$ cat config.mk
export PLATFORM = sky130hd
export DESIGN_NAME = tto_out_uart_monitor
export DESIGN_NICKNAME = d
export VERILOG_FILES = /design/src/rtl/tto_mon_pkg.sv /design/src/rtl/uart_tx_byte.sv /design/src/rtl/tto_out_uart_monitor.sv
export SDC_FILE = /design/constraint.sdc
export NUM_CORES = 1
export LEC_CHECK = 0
export CORE_MARGIN = 1.5
export CORE_UTILIZATION = 54
export DETAILED_ROUTE_END_ITERATION = 12
export PLACE_DENSITY_LB_ADDON = 0.3
export SETUP_SLACK_MARGIN = 0.2
export SYNTH_ARGS = -nofsm -noshare
export SYNTH_HDL_FRONTEND = slang
export SYNTH_SLANG_ARGS = --single-unit
$ cat constraint.sdc
create_clock -name CLK -period 2.5 [get_ports CLK]
set_clock_uncertainty 0.1 [all_clocks]
set_input_delay 0.75 -clock CLK [delete_from_list [all_inputs] [get_ports CLK]]
set_output_delay 0.75 -clock CLK [all_outputs]
set_load 0.02 [all_outputs]
$ cat src/rtl/tto_mon_pkg.sv
// Shared constants, state encodings and the nibble-to-ASCII helper for the
// TinyTapeout output UART monitor.
package tto_mon_pkg;

    localparam logic [7:0] ASCII_CR   = 8'h0D;
    localparam logic [7:0] ASCII_LF   = 8'h0A;
    localparam int         FIFO_DEPTH = 4;
    localparam int         PTR_W      = $clog2(FIFO_DEPTH) + 1;

    typedef enum logic {
        FRM_IDLE,
        FRM_SEND
    } frame_state_e;

    typedef enum logic [1:0] {
        SER_IDLE,
        SER_START,
        SER_DATA,
        SER_STOP
    } ser_state_e;

    function automatic logic [7:0] hex_ascii(input logic [3:0] n);
        return (n < 4'd10) ? (8'h30 + {4'h0, n}) : (8'h37 + {4'h0, n});
    endfunction

endpackage

$ cat src/rtl/uart_tx_byte.sv
// 8N1 UART serializer, LSB first. A new byte is taken when idle or in the
// final stop-bit cycle (done), so back-to-back bytes have no gap.
module uart_tx_byte
    import tto_mon_pkg::*;
#(
    parameter int CLKS_PER_BIT = 104
) (
    input  logic       CLK,
    input  logic       rst,
    input  logic       valid,
    input  logic [7:0] data,
    output logic       ready,
    output logic       done,
    output logic       tx
);
    localparam int               CNT_W    = (CLKS_PER_BIT > 1) ? $clog2(CLKS_PER_BIT) : 1;
    localparam logic [CNT_W-1:0] CNT_LAST = CNT_W'(CLKS_PER_BIT - 1);

    ser_state_e       state_q, state_d;
    logic [CNT_W-1:0] cnt_q, cnt_d;
    logic [2:0]       bit_q, bit_d;
    logic [7:0]       shreg_q, shreg_d;
    logic             tx_q, tx_d;
    logic             bit_end;
    logic             take;

    always_comb begin
        // NOTE: every signal written here gets a default first, so no path can infer a latch.
        state_d = state_q;
        cnt_d   = cnt_q;
        bit_d   = bit_q;
        shreg_d = shreg_q;
        done    = 1'b0;
        ready   = (state_q == SER_IDLE);
        bit_end = (cnt_q == CNT_LAST);

        // The counter reloads every bit, so bit boundaries never drift.
        if (state_q != SER_IDLE) begin
            cnt_d = bit_end ? '0 : cnt_q + 1'b1;
        end

        unique case (state_q)
            SER_IDLE: ;
            SER_START: begin
                if (bit_end) state_d = SER_DATA;
            end
            SER_DATA: begin
                if (bit_end) begin
                    shreg_d = {1'b0, shreg_q[7:1]};
                    bit_d   = bit_q + 3'd1;
                    if (bit_q == 3'd7) state_d = SER_STOP;
                end
            end
            SER_STOP: begin
                if (bit_end) begin
                    done    = 1'b1;
                    state_d = SER_IDLE;
                end
            end
            default: state_d = SER_IDLE;
        endcase

        take = valid && (ready || done);
        if (take) begin
            state_d = SER_START;
            shreg_d = data;
            bit_d   = '0;
            cnt_d   = '0;
        end

        unique case (state_q)
            SER_START: tx_d = 1'b0;
            SER_DATA:  tx_d = shreg_q[0];
            default:   tx_d = 1'b1;
        endcase
    end

    always_ff @(posedge CLK) begin
        // NOTE: state is updated with <= so every flop samples its pre-edge inputs.
        if (rst) begin
            state_q <= SER_IDLE;
            cnt_q   <= '0;
            bit_q   <= '0;
            shreg_q <= '0;
            tx_q    <= 1'b1;
        end else begin
            state_q <= state_d;
            cnt_q   <= cnt_d;
            bit_q   <= bit_d;
            shreg_q <= shreg_d;
            tx_q    <= tx_d;
        end
    end

    assign tx = tx_q;

endmodule

$ cat src/rtl/tto_out_uart_monitor.sv
// Samples the TinyTapeout DUT output bus on each divided-clock rising edge and
// reports every changed value over the UART as two hex digits plus CR LF.
module tto_out_uart_monitor
    import tto_mon_pkg::*;
#(
    parameter int CLK_HZ       = 12000000,
    parameter int BAUD         = 115200,
    parameter int CLKS_PER_BIT = CLK_HZ / BAUD
) (
    input  logic       CLK,
    input  logic       rst,
    input  logic       dut_clk,
    input  logic [7:0] dut_out,
    output logic       tx,
    output logic       busy,
    output logic       overflow,
    output logic [7:0] drop_count
);
    localparam int IDX_W = PTR_W - 1;

    logic             dut_clk_q, dut_clk_d;
    logic             first_pending_q, first_pending_d;
    logic [7:0]       last_q, last_d;
    logic [PTR_W-1:0] wr_ptr_q, wr_ptr_d;
    logic [PTR_W-1:0] rd_ptr_q, rd_ptr_d;
    logic [7:0]       mem_q [FIFO_DEPTH];
    logic [7:0]       mem_d [FIFO_DEPTH];
    logic             overflow_q, overflow_d;
    logic [7:0]       drop_count_q, drop_count_d;
    frame_state_e     fstate_q, fstate_d;
    logic [7:0]       frame_q, frame_d;
    logic [1:0]       char_idx_q, char_idx_d;

    logic       fifo_empty, fifo_full;
    logic       sample, want, push;
    logic       ser_valid, ser_ready, ser_done;
    logic [7:0] ser_data;

    assign fifo_empty = (wr_ptr_q == rd_ptr_q);
    assign fifo_full  = (wr_ptr_q[PTR_W-1] != rd_ptr_q[PTR_W-1]) &&
                        (wr_ptr_q[IDX_W-1:0] == rd_ptr_q[IDX_W-1:0]);

    // Edge detect, change filter and FIFO write side.
    always_comb begin
        dut_clk_d       = dut_clk;
        first_pending_d = first_pending_q;
        last_d          = last_q;
        wr_ptr_d        = wr_ptr_q;
        mem_d           = mem_q;
        overflow_d      = overflow_q;
        drop_count_d    = drop_count_q;

        sample = dut_clk && !dut_clk_q;
        want   = sample && (first_pending_q || (dut_out != last_q));
        // Full is taken from the registered pointers, so a same-cycle pop cannot rescue a push.
        push   = want && !fifo_full;

        if (push) begin
            mem_d[wr_ptr_q[IDX_W-1:0]] = dut_out;
            wr_ptr_d                   = wr_ptr_q + 1'b1;
            last_d                     = dut_out;
            first_pending_d            = 1'b0;
        end else if (want) begin
            overflow_d = 1'b1;
            if (drop_count_q != 8'hFF) drop_count_d = drop_count_q + 8'd1;
        end
    end

    // Frame FSM. It advances on each accepted character, so the next character is
    // already waiting when the serializer finishes and frames run back to back.
    always_comb begin
        fstate_d   = fstate_q;
        frame_d    = frame_q;
        char_idx_d = char_idx_q;
        rd_ptr_d   = rd_ptr_q;
        ser_valid  = 1'b0;

        unique case (char_idx_q)
            2'd0:    ser_data = hex_ascii(frame_q[7:4]);
            2'd1:    ser_data = hex_ascii(frame_q[3:0]);
            2'd2:    ser_data = ASCII_CR;
            default: ser_data = ASCII_LF;
        endcase

        unique case (fstate_q)
            FRM_IDLE: begin
                if (!fifo_empty) begin
                    frame_d    = mem_q[rd_ptr_q[IDX_W-1:0]];
                    rd_ptr_d   = rd_ptr_q + 1'b1;
                    char_idx_d = '0;
                    fstate_d   = FRM_SEND;
                end
            end
            FRM_SEND: begin
                ser_valid = 1'b1;
                if (ser_ready || ser_done) begin
                    if (char_idx_q == 2'd3) fstate_d = FRM_IDLE;
                    else                    char_idx_d = char_idx_q + 2'd1;
                end
            end
            default: fstate_d = FRM_IDLE;
        endcase
    end

    always_ff @(posedge CLK) begin
        dut_clk_q <= dut_clk_d;
        if (rst) begin
            first_pending_q <= 1'b1;
            last_q          <= '0;
            wr_ptr_q        <= '0;
            rd_ptr_q        <= '0;
            overflow_q      <= 1'b0;
            drop_count_q    <= '0;
            fstate_q        <= FRM_IDLE;
            frame_q         <= '0;
            char_idx_q      <= '0;
        end else begin
            first_pending_q <= first_pending_d;
            last_q          <= last_d;
            wr_ptr_q        <= wr_ptr_d;
            rd_ptr_q        <= rd_ptr_d;
            overflow_q      <= overflow_d;
            drop_count_q    <= drop_count_d;
            fstate_q        <= fstate_d;
            frame_q         <= frame_d;
            char_idx_q      <= char_idx_d;
        end
    end

    // NOTE: FIFO storage is not reset; the pointers alone decide which entries are valid.
    always_ff @(posedge CLK) begin
        mem_q <= mem_d;
    end

    uart_tx_byte #(
        .CLKS_PER_BIT(CLKS_PER_BIT)
    ) u_uart_tx_byte (
        .CLK  (CLK),
        .rst  (rst),
        .valid(ser_valid),
        .data (ser_data),
        .ready(ser_ready),
        .done (ser_done),
        .tx   (tx)
    );

    assign busy       = !fifo_empty || (fstate_q == FRM_SEND) || !ser_ready;
    assign overflow   = overflow_q;
    assign drop_count = drop_count_q;

endmodule

==> flow_results.org, run 1 <==
** Cells and area
- Layout cells sized above 1 :: 16.8%
- Leading cell types in the layout, fill and taps excluded :: dfxtp_1, nor2_1, edfxtp_1
- Final net count :: 469
- Relative to the synthesized area, the layout overhead comes to 16.5%.
- The number of antenna diodes in the final layout is 0.
- The library cell used most frequently in the layout, excluding fill and tap cells, is dfxtp_1.

** CTS
- Clock insertion delay at the later pin of the skew report :: 0.36 ns
- Clock tree synthesis selected as its root buffer the cell clkbuf_8.
- Clock-pin slew was measured on the worst setup and hold paths at 0.10 ns.
- CTS Buffer Depth :: 2
- Clock tree synthesis inserted a total of 9 buffers.
- The clock net in this run drives a total of 88 sinks.
- Hold repair after CTS inserted 0 buffers.
- Clock tree from TritonCTS :: yes
- Htree depth :: 3

** Global route
- Overall routing resource usage :: 20.9%
- The number of global-route vias before repair was 2977.
- Largest net degree at the start of global routing :: 26
- The number of antenna violations at the first check in global routing came to 0.
- Summed over all layers, the global routing overflow is 0.
- The first global-routing pass estimated 13700 um of wire.

** Detailed routing
- The detailed router finished its first iteration with 169 violations.
- Summing over every cut layer, the via total after detailed routing is 3004.
- The detail route stage leaves a number of antenna-violating nets equal to 0.
- After detailed routing, the number of vias per cell comes to 5.53.
- Count of unresolved DRC violations after routing :: 0
- After detailed routing, the average wire length per cell comes to 14.9 um.
- The routed design has 8090 um of wire.
- First-pass iteration count of the detailed router :: 4

** Placement
- Global placer's final weighted congestion :: 0.814
- The HPWL after detailed placement is 5710 um.
- Prior to clock tree synthesis, the placed netlist has a worst setup slack of -0.360 ns.
- Count of port buffers added during placement :: 21

** Synth
- Netlist area before placement :: 4240 sq um
- Count of mapped cells out of synthesis :: 396
- Share of Yosys cell area claimed by the top area cell type :: 26.4%
- Sequential cells were found to cover 49.1% of the synthesized design area.
- Counting distinct cell types in the post-synthesis netlist gives 56.
- Share of flip-flops with an asynchronous set or reset after synthesis :: 0%
- EDFF count, synth :: 32
- Synthesis inferred 88 register bits.
- Cell types with the largest area share after synthesis :: dfxtp_1, edfxtp_1, ha_1
- Synthesized area per cell :: 10.7 sq um
- Synthesis Warnings :: 0
- Net count of the mapped netlist :: 429
- Dominant register cell in the synthesized netlist :: dfxtp_1
- Largest area contributor in the netlist :: dfxtp_1

** STA
- Total of endpoints with negative setup slack in the final report :: 0
- Setup repair after global routing could not meet its margin everywhere.
- The count of final hold-check violations came to 0.
- Slew at the pin closest to its max-slew limit :: 0.767 ns
- Static timing analysis puts the maximum clock frequency at 446 MHz.
- Headroom to the max-slew limit :: 48.3%
- After layout, the worst path uses 89.7% of the clock period.
- For the finished layout, the period the worst path requires is 2.24 ns.
- Once routing completed, OpenROAD measured the worst setup slack at 0.256 ns.
- Setup TNS :: 0 ns
- The total count of max-transition violations in the final report came to 0.

** Status
- The flow ran to the end, and the final reports show no timing, DRC or antenna violations.

** Pwr
- Power density over the cells :: 785 nW/um^2
- Of the total power, the clock network draws 23.9%.
- Sequential share of power :: 46.7%
- Proportion of power drawn by combinational gates :: 29.3%
- In this run switching power makes up 34.1% of total power.
- Internal power comes to 2.56 mW.
- Switching component of the power :: 1.32 mW
- Summed over all cells, the static leakage comes to 1.89 nW.
- Worst vdd rail ir drop :: 0.000432 V
- Overall power consumption after layout is estimated at 3.88 mW.

** Floorplanning
- The floorplan has 32 rows.
- Core box area :: 7650 sq um
- Vertical die dimension :: 91.7 um
- Die area :: 8400 sq um
- For this configuration, the core starts out at a cell density of 55.5%.
- Horizontal die dimension :: 91.7 um
- 22 I/O pins were placed.

** Job
- Max-cap violations in this run came to 0.

** Setup path
- Reg-to-reg endpoint :: u_uart_tx_byte.shreg_q[5]
- The worst register-to-register path begins at u_uart_tx_byte.state_q[1].
- Crit Path Class :: reg2out
- Launching element type of the critical path :: flip-flop
- Setup slack on the worst flop-to-flop path :: 0.43 ns
- Top fanout value on the critical path :: 5
- STA puts the critical path data arrival time at 1.39 ns.
- STA classifies the critical path endpoint as an output port.
- The critical path starts at u_uart_tx_byte.state_q[1].
- Measured in cells, the most critical reg-to-reg path has a length of 8.
- End point of the critical path :: busy
- Data on the critical path is required at its endpoint by 1.65 ns.

** Min path
- HP Class :: reg2reg
[power groups by stage]
stage	Sequential (mW)	Combinational, mW	Clock, mW
2_1_floorplan	1.78	0.889	0
3_3_place_gp	1.83	1.10	0
3_5_place_dp	1.84	1.13	0
4_1_cts	1.81	1.14	0.946
5_1_grt	1.84	1.26	1.01
6_report	1.81	1.14	0.929
[metal layers]
layer / global-route usage, % / up-vias / wire length, um / part of all wire, %
li1: - / 1497 / - / -
met1: 25.9 / 1451 / 3640 / 45
met2: 35.8 / 42 / 4070 / 50
met3: 3.73 / 14 / 204 / 2.5
met4: 9.11 / 0 / 168 / 2.1
met5: 0 / - / 0 / 0
[cells by family after synthesis]
logic type	count (synthesis)	share of synthesized area (%)
XOR/XNOR	24	5.31
multiplexers	28	9.11
AO/OA/AOI/OAI	69	10.8
flip-flops	88	49.1
adder cells (fa/ha/maj)	22	6.49
AND/OR/NAND/NOR	133	15.8
buffers and inverters	32	3.39
[cell type report]
| type | instances | area (sq um) |
|---|---|---|
| flip-flops and latches | 88 | 2090 |
| clock buffers | 9 | 124 |
| clock inverters | 7 | 61.3 |
| repair buffers | 47 | 433 |
| multi-input cells | 276 | 2060 |
| fillers | 582 | 2710 |
| well taps | 102 | 128 |
| inverters | 14 | 52.6 |
[critical path: stages, from the launching register on]
cell and delay [ns]:
dfxtp_2 0.36, inv_1 0.10, ha_2 0.20, nand4_1 0.10, clkdlybuf4s15_2 0.27
[state kept, by name (all words and copies together), names as in the netlist, 3 cells and up]
| name | count |
|---|---|
| wr_ptr_q | 3 |
| mem_q | 32 |
| last_q | 8 |
| u_uart_tx_byte.bit_q | 3 |
| u_uart_tx_byte.cnt_q | 7 |
| drop_count | 8 |
| rd_ptr_q | 3 |
| frame_q | 8 |
| u_uart_tx_byte.shreg_q | 7 |
[timing repair]
item | CTS | global route
cloned | 0 | 1
resized for setup | 15 | 11
pin swaps | 5 | 7
setup buffers | 1 | 1
endpoints found under the setup margin | 48 | 24
[worst min-delay path by stage]
stage | from | endpoint | slack, ns | cells after the start
6_report | first_pending_q | first_pending_q | 0.37 | 1
5_1_grt | first_pending_q | first_pending_q | 0.39 | 1
4_1_cts | first_pending_q | first_pending_q | 0.37 | 1
3_5_place_dp | first_pending_q | first_pending_q | 0.35 | 1
3_3_place_gp | first_pending_q | first_pending_q | 0.34 | 1
2_1_floorplan | first_pending_q | first_pending_q | 0.33 | 1
[cells in the mapped netlist, types with 3 or more instances]
| cell | instances |
|---|---|
| o21ai_0 | 9 |
| and2_1 | 5 |
| and4b_1 | 3 |
| nor2_1 | 49 |
| xor2_1 | 14 |
| a211oi_1 | 5 |
| a31oi_1 | 4 |
| nand2b_1 | 4 |
| nor3_1 | 8 |
| or3_1 | 3 |
| buf_2 | 4 |
| o22ai_1 | 4 |
| a21oi_1 | 20 |
| mux2_1 | 5 |
| nand3_1 | 10 |
| edfxtp_1 | 32 |
| dfxtp_1 | 56 |
| ha_1 | 22 |
| mux2i_1 | 15 |
| clkbuf_1 | 10 |
| o31ai_1 | 3 |
| nor2b_1 | 11 |
| a311oi_1 | 3 |
| a21boi_0 | 3 |
| inv_1 | 14 |
| nand4_1 | 5 |
| nand3b_1 | 3 |
| and3_1 | 5 |
| xnor2_1 | 8 |
| nand2_1 | 20 |
| mux4_2 | 8 |
[per-stage QoR]
| step | cells | area, sq um | hold WS, ns | util, % |
|---|---|---|---|---|
| floorplan | 396 | 4250 | 0.327 | - |
| global placement | 524 | 4680 | 0.344 | 61.2 |
| detailed placement | 524 | 4680 | 0.346 | 61.2 |
| CTS | 541 | 4900 | 0.369 | 64.1 |
| global route | 543 | 4940 | 0.393 | 64.6 |
| finish | 543 | 4940 | 0.368 | 64.6 |
Power figures use the tool's default switching activity.
==> inputs of run 2 (changes only) <==
Settings changed: SETUP_SLACK_MARGIN 0.2 to not set.
==> flow_results.org, run 2 (synthesis results as in run 1) <==
** CTS
- CTS sink count :: 88 (unchanged)
- Htree depth :: 3 (unchanged)
- The number of buffers between clock root and the deepest sink was 2 (unchanged).
- TritonCTS built the clock tree.
- CTS Root Cell :: clkbuf_8
- The clock edge transition at the registers on the reported setup and hold paths was 0.10 ns (about the same).
- Cts hold-fix bufs :: 0 (unchanged)
- The number of buffers created by CTS came to 9 (unchanged).
- Post-CTS setup buffer count :: 0 (-1)
- Clock insertion delay at the later pin of the skew report :: 0.36 ns (about the same)

** Floorplanning
- I/O pins :: 22 (unchanged)
- The die extent in y is 91.7 um (unchanged).
- Initial Utilization :: 55.5% (unchanged)
- The area of the die came to 8400 sq um (unchanged).
- Core box area :: 7650 sq um (unchanged)
- The number of placement rows came to 32 (unchanged).
- Horizontal die dimension :: 91.7 um (unchanged)

** Setup path
- STA classifies the critical path startpoint as a flip-flop.
- The highest net fanout along the worst path was 4 (-1).
- STA classifies the critical path endpoint as an output port.
- Cell Chain, Critical Path :: inv_1, ha_1, nand4_1, dlygate4sd2_1
- The number of buffers and inverters on the critical path was 2 (unchanged).
- Data required time of the critical path :: 1.65 ns (about the same)
- The kind of cell with the highest combined delay along the critical path is buffers and inverters.
- The critical path is of the reg2out type.
- Worst endpoint data arrival time :: 1.55 ns (+0.16 ns)
- The critical path's largest stage delay is 0.40 ns (+0.04 ns).
- For this design, the slowest cell found on the critical path is dfxtp_1.

** STA
- The period utilization was 96.1% (+6.3 points).
- Final Hold Fails :: 0 (unchanged)
- The final period demand of the worst path was 2.40 ns (+0.158 ns).
- The final worst-path setup slack came to 0.0982 ns (-0.158 ns).
- The worst hold slack across all endpoints is 0.369 ns (+0.00148 ns).
- Maximum clock frequency :: 416 MHz (-6.6%)
- The normalized max-slew margin was 47.7% (-0.65 points).
- Setup repair after global routing missed its margin :: no
- Setup TNS :: 0 ns (unchanged)
- Slew at the pin closest to its max-slew limit :: 0.785 ns (+0.0179 ns)
- Total of endpoints with negative setup slack in the final report :: 0 (unchanged)
- Number of pins exceeding their max-slew limit in the final report :: 0 (unchanged)

** Placement
- Count of port buffers added during placement :: 21 (unchanged)
- Total placed cells including tap cells :: 527 (+0.57%)
- DPL Wire Length :: 5780 um (+1.3%)
- The minimum setup slack after placement came to -0.333 ns (+0.0266 ns).
- Global placer's final weighted congestion :: 0.807 (-0.92%)
- The cell area after placement is 4690 sq um (about the same).

** Detailed routing
- The total via count after detailed routing came to 2968 (-1.2%).
- First-pass iteration count of the detailed router :: 5 (+1)
- Detail-routed via count per cell :: 5.47 (-1.2%)
- Average wire per cell in the routed design :: 14.8 um (-0.82%)
- The remaining routing DRC violations is 0 (unchanged).
- The total detailed-routing wirelength is 8020 um (-0.82%).
- DRT iter0 DRCs :: 122 (-28%)
- The antenna violation net count after detailed routing was 0 (unchanged).

** Global route
- The number of global-route vias before repair was 2998 (+0.71%).
- The largest net degree at the start of global routing is 28 (+7.7%).
- The overall fraction of global-route tracks in use is 21.0% (+0.10 points).
- First-pass GRT wire length :: 14000 um (+1.8%)
- The number of antenna violations at the first check in global routing was 0 (unchanged).
- GRT Residual Overflow :: 0 (unchanged)

** Cells and area
- The register with the most flip-flops in the final layout is mem_q.
- Leaving out fill and tap cells, the most frequent cell in the layout is dfxtp_1.
- Post-route cell area :: 4880 sq um (-1.2%)
- In the layout the commonest cells are dfxtp_1, nor2_1, edfxtp_1.
- Max reg flops :: 32 (unchanged)
- The utilization after layout came to 63.8% (-0.80 points).
- Number of diodes :: 0 (unchanged)
- Filler instances :: 612 (+5.2%)
- The non-filler instance count after layout came to 543 (unchanged).
- Final net count :: 469 (unchanged)
- Layout-stage area growth over the synthesis result :: 15.0%
- Layout cells sized above 1 :: 14.3% (-2.5 points)

** Pwr
- Power density over the cells :: 794 nW/um^2 (+1.1%)
- The cell leakage power was 1.80 nW (-4.5%).
- Sequential share of power :: 46.7% (about the same)
- The total power draw is 3.88 mW (-0.16%).
- The part of the power in the clock network is 24.1% (+0.2 points).
- The switching share of power is 34.1% (about the same).
- Proportion of power drawn by combinational gates :: 29.2% (about the same)
- The largest vdd supply drop is 0.000378 V (-12%).
- The cell-internal power was 2.55 mW (-0.17%).
- The net load switching power is 1.32 mW (-0.13%).

** Status
- Run status :: finished clean

** Min path
- HP Class :: reg2reg

** Job
- The max-cap check violation count is 0 (unchanged).
-- run 2: power by group through the flow --
stage	Clock, mW	Combinational, mW	Sequential (mW)
after floorplan	0	0.888	1.78
after global placement	0	1.11	1.83
after detailed placement	0	1.14	1.84
after CTS	0.958	1.14	1.81
after global routing	1.02	1.27	1.84
final	0.935	1.13	1.81
-- run 2: layout make-up --
cell class | instances | area (sq um) | area share (%)
flip-flops and latches | 88 | 2080 | 42.7
multi-input cells | 276 | 2030 | 41.6
repair buffers | 47 | 404 | 8.28
well taps | 102 | 128 | 2.61
clock buffers | 9 | 124 | 2.54
clock inverters | 7 | 62.6 | 1.28
inverters | 14 | 52.6 | 1.08
-- run 2: repair_timing --
action / 4_1_cts / 5_1_grt
resized for setup: 2 / 2
hold endpoints to repair: 0 / 0
setup endpoints to repair: 1 / 21
-- run 2: worst paths after layout --
kind / depth (start not counted) / from / slack (ns) / end
min: 1 / first_pending_q / 0.37 / first_pending_q
max: 4 / u_uart_tx_byte.state_q[0] / 0.1 / busy
max reg2reg: 8 / u_uart_tx_byte.state_q[0] / 0.39 / char_idx_q[1]
min reg2reg: 1 / first_pending_q / 0.37 / first_pending_q
-- run 2: layer usage --
metal,up-vias,share of wire [%],global-route usage [%],routed length (um)
met5,-,0,0,0
met4,0,0.87,5.99,70
li1,1502,-,-,-
met3,7,2.7,4.56,217
met2,44,49,35.9,3920
met1,1415,47,26.8,3810
-- run 2: worst register-to-register path, cell delays in order (launching register included) --
cell and delay [ns]:
dfxtp_1 0.40, inv_1 0.12, ha_1 0.25, buf_4 0.17
and2_1 0.18, a41oi_1 0.23, nor2_1 0.11, or3_1 0.31
a21oi_1 0.16
==> inputs of run 3 (changes only) <==
Settings changed: SETUP_SLACK_MARGIN set to 0.4.
Clock period 2.5 ns to 2 ns, I/O delays scaled along.
==> flow_results.org, run 3 (synthesis results as in run 1) <==
** Status
- Run status :: complete, but fails checks
- The final reports fail on setup timing.

** Pwr
- The net load switching power is 2.39 mW (+81%).
- The cell-internal power is 3.81 mW (+49%).
- The switching share of power came to 38.5% (+4.4 points).
- Worst vdd rail ir drop :: 0.000592 V (+57%)
- The combinational power share was 42.4% (+13 points).
- Total power :: 6.20 mW (+60%)
- Power density over the cells :: 1000 nW/um^2 (+26%)
- Sequential share of power :: 37.1% (-9.6 points)
- The cell leakage power is 2.23 nW (+24%).
- The part of the power in the clock network is 20.5% (-3.6 points).

** STA
- Maximum clock frequency :: 491 MHz
- The measured slew at the worst slew-check pin came to 0.412 ns (-0.372 ns).
- The count of final setup violators was 5 (+5).
- Final period util :: 102%
- Number of pins exceeding their max-slew limit in the final report :: 0 (unchanged)
- The normalized max-slew margin was 72.5% (+25 points).
- The count of final hold-check violations came to 0 (unchanged).
- Setup repair after global routing missed its margin :: yes
- After layout, the minimum clock period comes to 2.04 ns.
- Final setup margin :: -0.0366 ns (-0.135 ns)
- The post-route setup TNS was -0.0966 ns (-0.0966 ns).

** Global route
- Antenna violations before repair :: 0 (unchanged)
- The total overflow reported by the global router is 0 (unchanged).
- The largest net degree at the start of global routing was 24 (-14%).
- The number of global-route vias before repair came to 3536 (+18%).
- Overall routing resource usage :: 27.3% (+6.3 points)
- The wire length of the first global-routing pass was 17700 um (+27%).

** CTS
- CTS Root Cell :: clkbuf_8
- CTS Buffer Depth :: 2 (unchanged)
- Cts bufs inserted :: 9 (unchanged)
- TritonCTS built the clock tree.
- Cts hold-fix bufs :: 0 (unchanged)
- The number of levels in the clock H-tree was 3 (unchanged).
- CTS sink count :: 88 (unchanged)
- Clock slew seen by the registers of the worst setup and hold paths :: 0.10 ns (about the same)
- The clock insertion delay at the later pin of the skew report was 0.38 ns (+0.02 ns).

** Cells and area
- The final net count came to 524 (+12%).
- The number of flip-flops in the largest register came to 32 (unchanged).
- Layout-stage area growth over the synthesis result :: 46.0%
- Layout cells sized above 1 :: 50.6% (+36 points)
- The total inserted antenna cells came to 0 (unchanged).
- More flip-flops sit in one register than any other, and that register is mem_q.
- The library cell used most frequently in the layout, excluding fill and tap cells, is buf_4.
- The library cells used most frequently in the layout, excluding fill and tap cells, are buf_4, buf_6, nor2_1.

** Min path
- Hold Startpoint :: first_pending_q
- Number of cells on the worst hold path :: 1 (unchanged)
- The path with the worst hold slack has its endpoint at first_pending_q.
- The tightest min-delay check is of the reg2reg type.

** Setup path
- Slowest cell on the critical path :: dfxtp_2
- The worst register-to-register path ends at frame_q[6].
- The worst setup path is launched from a flip-flop.
- Cell Chain, Critical Path :: xor2_4, nor2_2, nand4_1, buf_4
- In this run the critical register-to-register path is launched from rd_ptr_q[1].
- STA classifies the critical path endpoint as an output port.
- Broken down by cell family, the worst path's largest delay share belongs to flip-flops.
- The critical path's largest stage delay was 0.37 ns (-0.03 ns).
- The number of buffers and inverters on the critical path is 1 (-1).
- The required time at the worst-slack endpoint is 1.30 ns (-0.35 ns).
- The highest net fanout along the worst path came to 2 (-2).
- The worst setup path is of the reg2out kind.
- Worst endpoint data arrival time :: 1.34 ns (-0.21 ns)
- The worst reg-to-reg setup slack is -0.02 ns (-0.41 ns).
- Cells on worst reg2reg path :: 8 (unchanged)

** Floorplanning
- Die area :: 8400 sq um (unchanged)
- The x dimension of the die was 91.7 um (unchanged).
- Core box area :: 7650 sq um (unchanged)
- I/O pins :: 22 (unchanged)
- Core Rows :: 32 (unchanged)
- The die extent in y is 91.7 um (unchanged).
- The initial core utilization is 55.5% (unchanged).

** Detailed routing
- Average wire per cell in the routed design :: 22.6 um (+53%)
- The wire length on met1 came to 5140 um (+35%).
- Post-detailed-route count of antenna-violating nets :: 0 (unchanged)
- The initial detailed-routing violation count came to 179 (+47%).
- The routed length on met3 is 666 um (+210%).
- The total detailed-routing wirelength was 13500 um (+69%).
- First-pass iteration count of the detailed router :: 6 (+1)
- Uppermost routed layer :: met4
- The amount of wire on met2 after detailed routing was 7080 um (+80%).
- The detail-routed via count per cell was 6.10 (+12%).
- Vias after detailed routing :: 3646 (+23%)
- Count of unresolved DRC violations after routing :: 0 (unchanged)

** Placement
- The total of buffers placed on input and output ports is 21 (unchanged).
- DPL Wire Length :: 5990 um (+3.5%)
- The final RePlAce weighted congestion came to 0.828 (+2.6%).

** Job
- Max_cap viols :: 0 (unchanged)
-- run 3: cell count changes in the layout (fill, tap and decap cells not counted), moves of 11 or more --
cell	change
buf_6	+37
buf_4	+25
dfxtp_1	-24
clkdlybuf4s50_1	-19
dfxtp_2	+13
nor2_1	-13
a21oi_1	-12
a21oi_2	+12
dfxtp_4	+11
-- run 3: metrics by stage --
| step | cell area (sq um) | hold WS, ns | setup WS, ns | std cells | utilization, % |
|---|---|---|---|---|---|
| 3_5_place_dp | 4940 | 0.354 | -0.669 | 541 | 64.7 |
| 5_1_grt | 6200 | 0.375 | -0.0931 | 598 | 81.1 |
| 6_report | 6200 | 0.382 | -0.0366 | 598 | 81.1 |
| 2_1_floorplan | 4420 | 0.327 | -0.0356 | 396 | - |
| 3_3_place_gp | 4940 | 0.346 | -0.625 | 541 | 64.7 |
| 4_1_cts | 5710 | 0.364 | -0.0184 | 589 | 74.7 |
-- run 3: metal layers --
layer  track usage (%)  up-vias
met3              5.22       53
met1              32.6     1804
li1                  -     1617
met4              11.5        0
met2              47.9      172
met5                 0        -
-- run 3: layout make-up --
cell class	count	area, sq um
fill	354	1450
clock buffer	9	124
timing repair buffer	102	955
sequential	88	2140
multi-input combinational	276	2730
inverter	14	52.6
clock inverter	7	72.6
tap	102	128
-- run 3: worst max-delay path by stage --
stage	start	to	cells after the start	slack, ns
after floorplan	dut_clk	mem_q[10]	6	-0.04
after global routing	rd_ptr_q[1]	frame_q[6]	8	-0.09
final	wr_ptr_q[0]	busy	4	-0.04
after CTS	wr_ptr_q[0]	busy	4	-0.02
after global placement	dut_out[2]	drop_count[5]	7	-0.62
after detailed placement	dut_out[2]	drop_count[5]	7	-0.67
-- run 3: worst reg2reg max path: stages (launching register included) --
cell	delay [ns]
dfxtp_4	0.38
xor2_4	0.19
buf_6	0.12
buf_6	0.11
buf_6	0.09
o31a_1	0.32
buf_6	0.22
mux2i_1	0.27
nor2_1	0.09
-- run 3: timing repair --
item                       CTS  global route
buffers inserted            28             9
cloned                       4             0
pin swaps                   42            39
setup endpoints to repair   90            95
resized for setup          181            89
-- run 3: power groups by stage --
stage / Sequential, mW / Clock, mW / Combinational [mW]
6_report: 2.30 / 1.27 / 2.63
5_1_grt: 2.31 / 1.34 / 2.77
4_1_cts: 2.26 / 1.24 / 2.10
3_5_place_dp: 2.30 / 0 / 1.58
3_3_place_gp: 2.29 / 0 / 1.54
2_1_floorplan: 2.24 / 0 / 1.26
